File: config.mk
export PLATFORM = sky130hd
export DESIGN_NAME = mul_div_unit
export DESIGN_NICKNAME = d
export VERILOG_FILES = /design/src/rtl/muldiv_pkg.sv /design/src/rtl/muldiv_step.sv /design/src/rtl/mul_div_unit.sv
export SDC_FILE = /design/constraint.sdc
export NUM_CORES = 1
export LEC_CHECK = 0
export ABC_AREA = 1
export CORE_MARGIN = 3
export CORE_UTILIZATION = 35
export CTS_CLUSTER_DIAMETER = 50
export CTS_CLUSTER_SIZE = 20
export DETAILED_ROUTE_END_ITERATION = 6
export GPL_ROUTABILITY_DRIVEN = 0
export PLACE_DENSITY = 0.53
export SLEW_MARGIN = 20
export SYNTH_ARGS = -nofsm -noshare
export SYNTH_HDL_FRONTEND = slang
export SYNTH_SLANG_ARGS = --single-unit
File: constraint.sdc
create_clock -name clk_i -period 1.95 [get_ports clk_i]
set_input_delay 0.585 -clock clk_i [delete_from_list [all_inputs] [get_ports clk_i]]
set_output_delay 0.585 -clock clk_i [all_outputs]
set_load 0.03 [all_outputs]
File: src/rtl/muldiv_pkg.sv
// Shared definitions for the iterative multiply/divide unit.
// Optional build macro: MULDIV_EARLY_OUT_EN (multiply early termination).
package muldiv_pkg;

   typedef enum logic [2:0] {
      OP_MULT  = 3'd0,
      OP_MULTU = 3'd1,
      OP_DIV   = 3'd2,
      OP_DIVU  = 3'd3,
      OP_MTHI  = 3'd4,
      OP_MTLO  = 3'd5
   } op_e;

   typedef enum logic [1:0] {
      ST_IDLE,
      ST_RUN,
      ST_FIX,
      ST_DONE
   } state_e;

   function automatic logic is_arith(input logic [2:0] op);
      return (op == OP_MULT) || (op == OP_MULTU) || (op == OP_DIV) || (op == OP_DIVU);
   endfunction

   function automatic logic is_div(input logic [2:0] op);
      return (op == OP_DIV) || (op == OP_DIVU);
   endfunction

   function automatic logic is_signed(input logic [2:0] op);
      return (op == OP_MULT) || (op == OP_DIV);
   endfunction

endpackage

File: src/rtl/muldiv_step.sv
// One radix-2 iteration: shift-add multiply or restoring shift-subtract divide.
// Purely combinational; the caller registers the results.
module muldiv_step #(
   parameter int WIDTH = 32
) (
   input  logic               div_mode,
   input  logic [2*WIDTH-1:0] acc,
   input  logic [2*WIDTH-1:0] opa,
   input  logic [WIDTH-1:0]   opb,
   output logic [2*WIDTH-1:0] acc_next,
   output logic [2*WIDTH-1:0] opa_next,
   output logic [WIDTH-1:0]   opb_next
);

   logic [WIDTH:0] rem_shift;
   logic           fits;

   // Divide keeps {remainder, dividend/quotient} in acc and the divisor in opb.
   assign rem_shift = {acc[2*WIDTH-1:WIDTH], acc[WIDTH-1]};
   assign fits      = (rem_shift >= {1'b0, opb});

   // NOTE: every always_comb output gets a default first so no path leaves it unassigned (no latch).
   always_comb begin
      acc_next = acc;
      opa_next = opa;
      opb_next = opb;
      if (div_mode) begin
         if (fits) begin
            acc_next = {rem_shift[WIDTH-1:0] - opb, acc[WIDTH-2:0], 1'b1};
         end else begin
            acc_next = {rem_shift[WIDTH-1:0], acc[WIDTH-2:0], 1'b0};
         end
      end else begin
         if (opb[0]) begin
            acc_next = acc + opa;
         end
         opa_next = opa << 1;
         opb_next = opb >> 1;
      end
   end

endmodule

File: src/rtl/mul_div_unit.sv
// Iterative MIPS-style multiply/divide unit with HI/LO registers and MTHI/MTLO.
// Optional build macro: MULDIV_EARLY_OUT_EN (multiply leaves RUN once the multiplier is exhausted).
module mul_div_unit #(
   parameter int WIDTH = 32
) (
   input  logic             clk_i,
   input  logic             rst_n_i,
   input  logic             start_i,
   input  logic [2:0]       op_i,
   input  logic [WIDTH-1:0] RSdata_i,
   input  logic [WIDTH-1:0] RTdata_i,
   input  logic             flush_i,
   output logic             busy_o,
   output logic             done_o,
   output logic [WIDTH-1:0] HI_o,
   output logic [WIDTH-1:0] LO_o
);

   import muldiv_pkg::*;

   localparam int CW = $clog2(WIDTH);

   state_e             state, state_d;
   logic [2*WIDTH-1:0] acc, opa, acc_next, opa_next;
   logic [WIDTH-1:0]   opb, opb_next;
   logic [CW-1:0]      cnt;
   logic               div_q, neg_res, neg_rem, div_zero;
   logic               load, step, fix, mthi_we, mtlo_we, last_step;

   logic               sign_a, sign_b;
   logic [WIDTH-1:0]   mag_a, mag_b;
   logic [2*WIDTH-1:0] prod;
   logic [WIDTH-1:0]   quot, rem, fix_hi, fix_lo;

   assign sign_a = is_signed(op_i) & RSdata_i[WIDTH-1];
   assign sign_b = is_signed(op_i) & RTdata_i[WIDTH-1];
   assign mag_a  = sign_a ? -RSdata_i : RSdata_i;
   assign mag_b  = sign_b ? -RTdata_i : RTdata_i;

   muldiv_step #(.WIDTH(WIDTH)) u_step (
      .div_mode (div_q),
      .acc      (acc),
      .opa      (opa),
      .opb      (opb),
      .acc_next (acc_next),
      .opa_next (opa_next),
      .opb_next (opb_next)
   );

   always_comb begin
      last_step = (cnt == CW'(WIDTH - 1));
`ifdef MULDIV_EARLY_OUT_EN
      if (!div_q && (opb_next == '0)) begin
         last_step = 1'b1;
      end
`endif
   end

   // Flush wins over everything, including a start presented in the same cycle.
   always_comb begin
      state_d = state;
      load    = 1'b0;
      step    = 1'b0;
      fix     = 1'b0;
      mthi_we = 1'b0;
      mtlo_we = 1'b0;
      if (flush_i) begin
         state_d = ST_IDLE;
      end else begin
         case (state)
            ST_IDLE, ST_DONE: begin
               state_d = ST_IDLE;
               if (start_i) begin
                  if (is_arith(op_i)) begin
                     load    = 1'b1;
                     state_d = ST_RUN;
                  end else if (op_i == OP_MTHI) begin
                     mthi_we = 1'b1;
                  end else if (op_i == OP_MTLO) begin
                     mtlo_we = 1'b1;
                  end
               end
            end
            ST_RUN: begin
               step = 1'b1;
               if (last_step) begin
                  state_d = ST_FIX;
               end
            end
            ST_FIX: begin
               fix     = 1'b1;
               state_d = ST_DONE;
            end
            default: state_d = ST_IDLE;
         endcase
      end
   end

   // NOTE: sequential state uses non-blocking assignments so all registers update from pre-edge values.
   always_ff @(posedge clk_i or negedge rst_n_i) begin
      if (!rst_n_i) begin
         state <= ST_IDLE;
      end else begin
         state <= state_d;
      end
   end

   // NOTE: datapath registers are reset too, so a reset mid-operation leaves no stale operands.
   always_ff @(posedge clk_i or negedge rst_n_i) begin
      if (!rst_n_i) begin
         acc      <= '0;
         opa      <= '0;
         opb      <= '0;
         cnt      <= '0;
         div_q    <= 1'b0;
         neg_res  <= 1'b0;
         neg_rem  <= 1'b0;
         div_zero <= 1'b0;
      end else if (load) begin
         div_q    <= is_div(op_i);
         neg_res  <= sign_a ^ sign_b;
         neg_rem  <= sign_a & is_div(op_i);
         div_zero <= (RTdata_i == '0);
         cnt      <= '0;
         opb      <= mag_b;
         if (is_div(op_i)) begin
            acc <= {{WIDTH{1'b0}}, mag_a};
            opa <= '0;
         end else begin
            acc <= '0;
            opa <= {{WIDTH{1'b0}}, mag_a};
         end
      end else if (step) begin
         acc <= acc_next;
         opa <= opa_next;
         opb <= opb_next;
         cnt <= cnt + 1'b1;
      end
   end

   // Divide by zero keeps the all-ones quotient; the remainder sign fix restores the original dividend.
   always_comb begin
      prod = neg_res ? -acc : acc;
      quot = acc[WIDTH-1:0];
      rem  = acc[2*WIDTH-1:WIDTH];
      if (div_q) begin
         fix_hi = neg_rem ? -rem : rem;
         fix_lo = (neg_res && !div_zero) ? -quot : quot;
      end else begin
         fix_hi = prod[2*WIDTH-1:WIDTH];
         fix_lo = prod[WIDTH-1:0];
      end
   end

   always_ff @(posedge clk_i or negedge rst_n_i) begin
      if (!rst_n_i) begin
         HI_o <= '0;
         LO_o <= '0;
      end else if (fix) begin
         HI_o <= fix_hi;
         LO_o <= fix_lo;
      end else begin
         if (mthi_we) HI_o <= RSdata_i;
         if (mtlo_we) LO_o <= RSdata_i;
      end
   end

   assign busy_o = (state == ST_RUN) || (state == ST_FIX);
   assign done_o = (state == ST_DONE);

endmodule

==> impl_summary.md, run 1 <==
Global routing
Summed over all layers, the global routing overflow is 0. The number of antenna violations at the first check in global routing is 1. The number of global-route vias before repair is 30200.

The first global-routing pass estimated 175 mm of wire. Entering global routing, the biggest net connects 52 pins. In the global route stage, overall resource usage came out at 0.317.

Hold path
For hold timing, the worst endpoint is HI_o[5]. The worst hold path begins at RSdata_i[5]. The type of the worst min-delay path is input port to flip-flop.

The cell count of the worst hold path is 3.

Synth
The number of enable-type register cells in the synthesized netlist is 0. In the post-synthesis netlist, the biggest area contributors are sky130_fd_sc_hd__dfrtp_1, sky130_fd_sc_hd__nand2_1, sky130_fd_sc_hd__inv_1. During synthesis, Yosys emitted a total of 0 warnings. The commonest cells after synthesis are sky130_fd_sc_hd__nand2_1, sky130_fd_sc_hd__inv_1, sky130_fd_sc_hd__nor2_1. After technology mapping, the gate count stands at 4200.

Counting flops with an async set or reset pin after synthesis yields a share of 1.00. The count of unique library cells instantiated by Yosys is 49. The biggest area contributor in the post-synthesis netlist is sky130_fd_sc_hd__dfrtp_1.

The average instance area after synthesis is 5.76 um2. The commonest register cell after synthesis is sky130_fd_sc_hd__dfrtp_1. The portion of the post-synthesis area used by sequential elements is 0.243.

The synthesis-stage register bit count is 235. The post-synthesis net count is 4377. After synthesis the cells add up to 24200 um2. The share of synthesized area in the top cell type comes to 0.243. By instance count, the leading cell after synthesis is sky130_fd_sc_hd__nand2_1.

Placement
The half-perimeter wire length after placement is 90.6 mm. The count of input and output buffers is 136.

Critical path
The worst setup path is launched from a flip-flop. The endpoint of the most critical register-to-register path is acc[38]. On the worst path, the slowest cell contributes a delay of 530 ps. Traced cell by cell, the critical path runs through ha_4 > nand2_2 > nand2_2 > nand2_2 > nand2_4 > a21oi_4 > nor2_4 > nor2_4 > nand2_8 > buf_12 > buf_8 > a21oi_4 > nand3_2 > o21ai_1. The data arrival time of the critical path is 2820 ps. Across all register-to-register paths, the minimum setup slack is -390 ps.

The most numerous cell type found on the critical path is sky130_fd_sc_hd__nand2_2. The slowest stage cell on the critical path is sky130_fd_sc_hd__dfrtp_2. The worst register-to-register path has a depth of 14. In this run the worst path has a maximum fanout of 6. STA puts the critical path data required time at 2440 ps.

The worst setup path is captured at a flip-flop. The worst reg2reg path startpoint is acc[53]. The critical path is of the flip-flop to flip-flop type.

Power and ir drop
The total power density per cell area is 1510 nW/um2. The completed layout was analyzed and its total power is 0.0648 W. The maximum resistive drop on vdd is 0.000920 V. For this design the static power due to leakage is 21.5 nW.

Timing
The final number of hold-violating endpoints was 0. Once routing completed, OpenROAD measured the worst setup slack at -386 ps. The final critical path time including I/O delays and setup is 2340 ps.

The final critical-path share of the clock period is 1.20. At the pin with the least slew margin, the transition time is 553 ps. Headroom to the max-slew limit came out at 0.632. The setup TNS after final layout is -31440 ps. For the final database, setup skew stands at 24.4 ps. Setup repair after global routing could not meet its margin everywhere. The max-slew violation total from the final report is 0.

Based on the critical path, the design can be clocked at up to 428 MHz. The setup violation total in the final timing report is 189.

Floorplan
The initial utilization of the core area, before any placement, comes to 0.356. The cell row count is 95. The area of the placeable core is 67900 um2. In this run the vertical extent of the chip is 269 um. During I/O placement, the number of pins put on the boundary was 137. The area enclosed by the die boundary is 72300 um2. The die is 269 um wide.

Detailed routing
Dividing the detail-routed wire length by the instance count gives 19.4 um. The total wire length is 122 mm. The number of DRC violations after detailed routing is 0. The routed layout has 32100 vias. In this run the remaining antenna-violating nets after routing total 0.

Using the TritonRoute via totals, the vias-per-cell ratio works out to 5.14. The number of detailed-route iterations in the first pass is 6. The detailed router's first-iteration violation count is 2837.

Layout
Compared with the post-synthesis result, the final layout area differs by 77.1%. Once layout is complete, the utilization of the core stands at 0.631. The fraction of final layout cells sized beyond drive strength 1 is 0.433.

The number of nets at the end of the flow is 5482.

Outcome
The flow ran to the end, but the final reports show violations. The final reports fail on setup timing.

Clocking
The cell sitting at the root of the clock tree is a sky130_fd_sc_hd__clkbuf_16. The count of H-tree levels built during CTS is 2. Counting every sink on the clock net gives 235. The maximum count of clock buffers along a single path is 3. TritonCTS built the clock tree.

Clock-pin slew was measured on the worst setup and hold paths at 60 ps. The number of buffers created by CTS is 38. The latest clock arrival within the worst-skew pair is 580 ps.

Run
Across the run, the number of max-cap violations was 0.
[flip-flops by register name, indices dropped and copies added (netlist names)]
register and count:
cnt 5, HI_o 32, neg_res 1, neg_rem 1
LO_o 32, opb 32, acc 64, opa 64
div_zero 1, state 2, div_q 1
[critical path, delay by kind of cell, from the launching register on]
kind / cells / cell delay [ps]
compound gates: 3 / 340
fa+ha+maj: 1 / 320
buf+inv: 2 / 290
flops: 1 / 530
simple gates: 8 / 760
[kinds of logic after synthesis]
logic type / synth area share
AND/OR/NAND/NOR: 0.406
buffers and inverters: 0.135
AO/OA/AOI/OAI: 0.134
flip-flops: 0.243
adder cells (fa/ha/maj): 0.0555
XOR/XNOR: 0.0264
[metrics by stage]
step,cell area (um2),cells,setup slack [ps],hold WS (ps)
final,42800,6257,-386,423
after detailed placement,33800,6012,-695,465
after floorplan,24700,4200,-5.90,289
after global routing,42800,6257,-468,446
after CTS,40000,6208,-382,475
after global placement,33800,6012,-747,463
[where the power goes]
part | internal [W] | total (W) | switching [W]
logic | 0.0214 | 0.0486 | 0.0272
clock network | 0.00447 | 0.00731 | 0.00285
registers | 0.00677 | 0.00886 | 0.00210
total | 0.0327 | 0.0648 | 0.0321
[layout by cell type, fill, tap and decap left out, types with 11 or more instances in the layout]
cell type                         netlist  layout
sky130_fd_sc_hd__nor3_2                 3      19
sky130_fd_sc_hd__clkdlybuf4s15_1        0      25
sky130_fd_sc_hd__a21oi_4                0      20
sky130_fd_sc_hd__ha_1                 104      14
sky130_fd_sc_hd__nor3_1                42      23
sky130_fd_sc_hd__clkdlybuf4s50_1        0      64
sky130_fd_sc_hd__a31oi_1               12      12
sky130_fd_sc_hd__o21ai_1               12      71
sky130_fd_sc_hd__inv_1                706     645
sky130_fd_sc_hd__nand3_1              344     191
sky130_fd_sc_hd__inv_2                 19      65
sky130_fd_sc_hd__nand2_1             1417    1091
sky130_fd_sc_hd__dfrtp_1              235     190
sky130_fd_sc_hd__a21oi_1              185      81
sky130_fd_sc_hd__o211ai_1              45      45
sky130_fd_sc_hd__a21oi_2                3      87
sky130_fd_sc_hd__clkbuf_16              0      45
sky130_fd_sc_hd__o21ai_0              265     118
sky130_fd_sc_hd__nand3_2               19     130
sky130_fd_sc_hd__o21bai_1              15      13
sky130_fd_sc_hd__nand2_2               12     225
sky130_fd_sc_hd__buf_12                 2      59
sky130_fd_sc_hd__nand4_1               42      42
sky130_fd_sc_hd__buf_4                  4     854
sky130_fd_sc_hd__clkdlybuf4s15_2        0      20
sky130_fd_sc_hd__ha_4                   0      88
sky130_fd_sc_hd__buf_8                  0      19
sky130_fd_sc_hd__xnor2_1               16      15
sky130_fd_sc_hd__nor2_1               418     279
sky130_fd_sc_hd__dfrtp_2                0      45
sky130_fd_sc_hd__nand3_4                0      42
sky130_fd_sc_hd__buf_6                  2      96
sky130_fd_sc_hd__dlygate4sd2_1          0      11
sky130_fd_sc_hd__buf_16                 0      12
sky130_fd_sc_hd__nand2_4                4     110
sky130_fd_sc_hd__nor2_4                 9      78
sky130_fd_sc_hd__nor2_2                15      86
sky130_fd_sc_hd__o21ai_2                4      85
sky130_fd_sc_hd__xor2_1                57      40
sky130_fd_sc_hd__a22oi_2                0      12
[cell type report]
| cell class | count | area [um2] |
|---|---|---|
| diodes | 1 | 2.50 |
| multi-input cells | 3120 | 20800 |
| inverters | 728 | 2800 |
| repair buffers | 1182 | 10800 |
| fillers | 6065 | 25000 |
| well taps | 921 | 1150 |
| flip-flops and latches | 235 | 5940 |
| clock inverters | 22 | 275 |
| clock buffers | 48 | 1060 |
[worst max-delay path by stage]
stage / start / endpoint / slack, ps / cells after the start
6_report: acc[53] / acc[38] / -390 / 14
3_5_place_dp: RTdata_i[1] / opb[28] / -700 / 14
3_3_place_gp: RTdata_i[31] / opb[25] / -750 / 9
4_1_cts: acc[0] / HI_o[10] / -380 / 16
5_1_grt: acc[40] / acc[57] / -470 / 17
2_1_floorplan: acc[0] / acc[20] / -6 / 14
[repair_timing]
item                                    4_1_cts  5_1_grt
endpoints found under the setup margin      267      251
pin swaps                                   306      371
gates cloned                                 19        8
hold endpoints to repair                     39        0
hold buffers                                  1        0
setup buffers                               115       73
gates resized for setup                    1055      721
[metal layers]
metal	vias to the layer above	track usage	wire, um
met2	1278	0.526	56000
met3	390	0.0446	8690
met5	-	0	0
met1	15000	0.399	48600
li1	15500	-	-
met4	0	0.171	8210
(Power assumes the default switching activity.)
==> run 2, diff against run 1 <==
GPL_TIMING_DRIVEN = 0   (was default)
==> impl_summary.md, run 2 (synthesis gave the netlist of run 1 again) <==
Clocking
The number of buffers created by CTS is 28. The clock edge transition at the registers on the reported setup and hold paths is 70 ps. The sink count of the clock tree is 235. The count of H-tree levels built during CTS is 1. The latest clock arrival within the worst-skew pair is 610 ps. The clock tree root driver cell is sky130_fd_sc_hd__clkbuf_16.

The maximum count of clock buffers along a single path is 3. TritonCTS built the clock tree.

Layout
The final layout contains 4834 nets. The repair_antennas step left the layout with diodes totalling 0. The summed area of non-filler cells in the final layout is 36500 um2.

In the final layout, the registers with the most flip-flops are acc x64, opa x64. Of the cells placed in the final design, the portion with a size suffix greater than 1 is 0.324. In the layout the commonest cells are sky130_fd_sc_hd__nand2_1, sky130_fd_sc_hd__inv_1, sky130_fd_sc_hd__nor2_1. Counting the fill cells in the layout gives 6626. The signed area change from the synthesized netlist to the final layout is 51.0%. Leaving out fill and tap cells, the most frequent cell in the layout is sky130_fd_sc_hd__nand2_1.

Placement
The count of input and output buffers is 136. The total placed instance area is 27300 um2. The worst slack after detailed placement is -1670 ps.

Summed over all nets, the half-perimeter wirelength after detailed placement is 91.4 mm.

Global routing
The number of global-route vias before repair came to 27300. The number of antenna violations at the first check in global routing is 0. The remaining global-route overflow is 0. The maximum number of pins on one net before global-route repair is 88. The first global-routing pass estimated 174 mm of wire. In the global route stage, overall resource usage came out at 0.322.

Detailed routing
The number of nets with antenna violations after detailed routing is 0. After detailed routing, the number of vias per cell comes to 5.31. The number of detailed-route iterations in the first pass is 7. The total via count after detailed routing is 29800. The number of DRC violations after detailed routing is 1. In this run, the number of DRC markers left after iteration 0 of detailed routing was 2859.

Dividing the detail-routed wire length by the instance count gives 21.6 um. The total wire length is 121 mm.

Critical path
Of all nets on the critical path, the largest fanout is 7. For the worst setup path, the data required time is 2420 ps. The worst setup path is launched from a flip-flop.

For the worst setup path, the data arrival time is 2850 ps. The worst setup path is of the flip-flop to flip-flop kind. The endpoint type of the worst setup path is a flip-flop.

Timing
The final setup skew is 36.4 ps. The final number of hold-violating endpoints is 0. Setup violations remaining at the end of the flow were counted as 224. The top achievable clock speed is 420 MHz. The routed design could run at a clock period as short as 2380 ps. The measured slew at the worst slew-check pin is 990 ps. In the post-route analysis, the smallest setup slack over all paths is -433 ps. In the finished design, the share of the clock period the worst path needs comes to 1.22.

Hold is met by 419 ps. The max-slew violation total from the final report was 0. Setup repair after global routing could not meet its margin everywhere. Headroom to the max-slew limit came out at 0.340.

Floorplan
The vertical extent of the die is 269 um. The die is 269 um wide. The area enclosed by the die boundary is 72300 um2. For this configuration, the core starts out at a cell density of 0.356. Pin placement for this block handled 137 I/O pins. In this run the core area contains 95 standard-cell rows. The core region is 67900 um2.

Outcome
The run finished, with violations left. The final reports fail on DRC, setup timing.

Run
Across the run, the number of max-cap violations was 0.

Hold path
In this run the worst hold path is classified as input port to flip-flop.

Power and ir drop
The worst-case IR drop observed on VDD is 0.000834 V. For this design the ratio of total power to cell area is 1510 nW/um2. The cell leakage power is 17.6 nW.
run 2: cell types whose count changed in the layout (fill, tap and decap cells not counted), sizes merged:
cell           delta
buf             -706
clkbuf           +50
clkdlybuf4s15    +12
clkdlybuf4s50    -11
inv              -10
clkinvlp          +7
dlygate4sd2       +5
bufinv            -3
dlymetal6s2s      +2
bufbuf            -1
clkinv            -1
diode             -1
nor2              -1
run 2: final cells by class:
class,count,area [um2],share of cell area
Multi-Input combinational cell,3119,20000,0.549
Timing Repair Buffer,431,4420,0.121
Tap cell,921,1150,0.0316
Sequential cell,235,5990,0.164
Buffer,114,1140,0.0311
Clock buffer,36,792,0.0217
Inverter,728,2830,0.0776
Clock inverter,15,166,0.00456
run 2: repair_timing:
item                                     CTS  global route
buffers inserted                         184            97
hold endpoints to repair                  34             0
endpoints found under the setup margin   300           278
pin swaps                                145           206
cloned                                    19             4
hold buffers                               2             0
resized for setup                       1218           551
run 2: per-layer routing:
layer | GRT usage | routed length, um | vias to the layer above
li1 | - | - | 14200
met1 | 0.415 | 49800 | 13900
met2 | 0.518 | 53800 | 1334
met3 | 0.0585 | 9540 | 406
met4 | 0.165 | 8020 | 0
met5 | 0 | 0 | -
run 2: metrics by stage:
step / std cells / TNS (ps) / utilization / power (W)
6_report: 5599 / -39300 / 0.538 / 0.0552
5_1_grt: 5599 / -56300 / 0.538 / 0.0583
4_1_cts: 5515 / -32430 / 0.501 / 0.0494
3_5_place_dp: 5259 / -277350 / 0.402 / 0.0360
3_3_place_gp: 5257 / -2751220 / 0.401 / 0.0360
2_1_floorplan: 4200 / -8.66 / - / 0.0262
run 2: report_power, final:
group          internal (W)  switching, W  total [W]
registers           0.00682       0.00240    0.00922
clock network       0.00307       0.00253    0.00560
logic                0.0156        0.0247     0.0404
total                0.0255        0.0296     0.0552
run 2: final timing paths:
check / startpoint / end / slack, ps / cells past startpoint
max reg2reg: acc[34] / acc[43] / -430 / 15
min: RSdata_i[15] / HI_o[15] / 420 / 3
min in group asynchronous: rst_n_i / cnt[3] / 510 / 2
max: acc[34] / acc[43] / -430 / 15
min reg2reg: LO_o[0] / LO_o[0] / 480 / 2
max in group asynchronous: rst_n_i / acc[59] / 160 / 4
run 2: critical path, cell delays in order (launching register included):
cell and delay [ps]:
sky130_fd_sc_hd__dfrtp_2 480, sky130_fd_sc_hd__buf_6 150, sky130_fd_sc_hd__ha_4 250, sky130_fd_sc_hd__nand2_2 60, sky130_fd_sc_hd__inv_2 30, sky130_fd_sc_hd__nand4_1 130, sky130_fd_sc_hd__nor2_1 70, sky130_fd_sc_hd__nand2_1 90
sky130_fd_sc_hd__nand2_2 70, sky130_fd_sc_hd__nor2_4 250, sky130_fd_sc_hd__buf_6 150, sky130_fd_sc_hd__nand3_4 130, sky130_fd_sc_hd__inv_6 150, sky130_fd_sc_hd__nand2_1 100, sky130_fd_sc_hd__nand3_1 100, sky130_fd_sc_hd__nand2_1 50
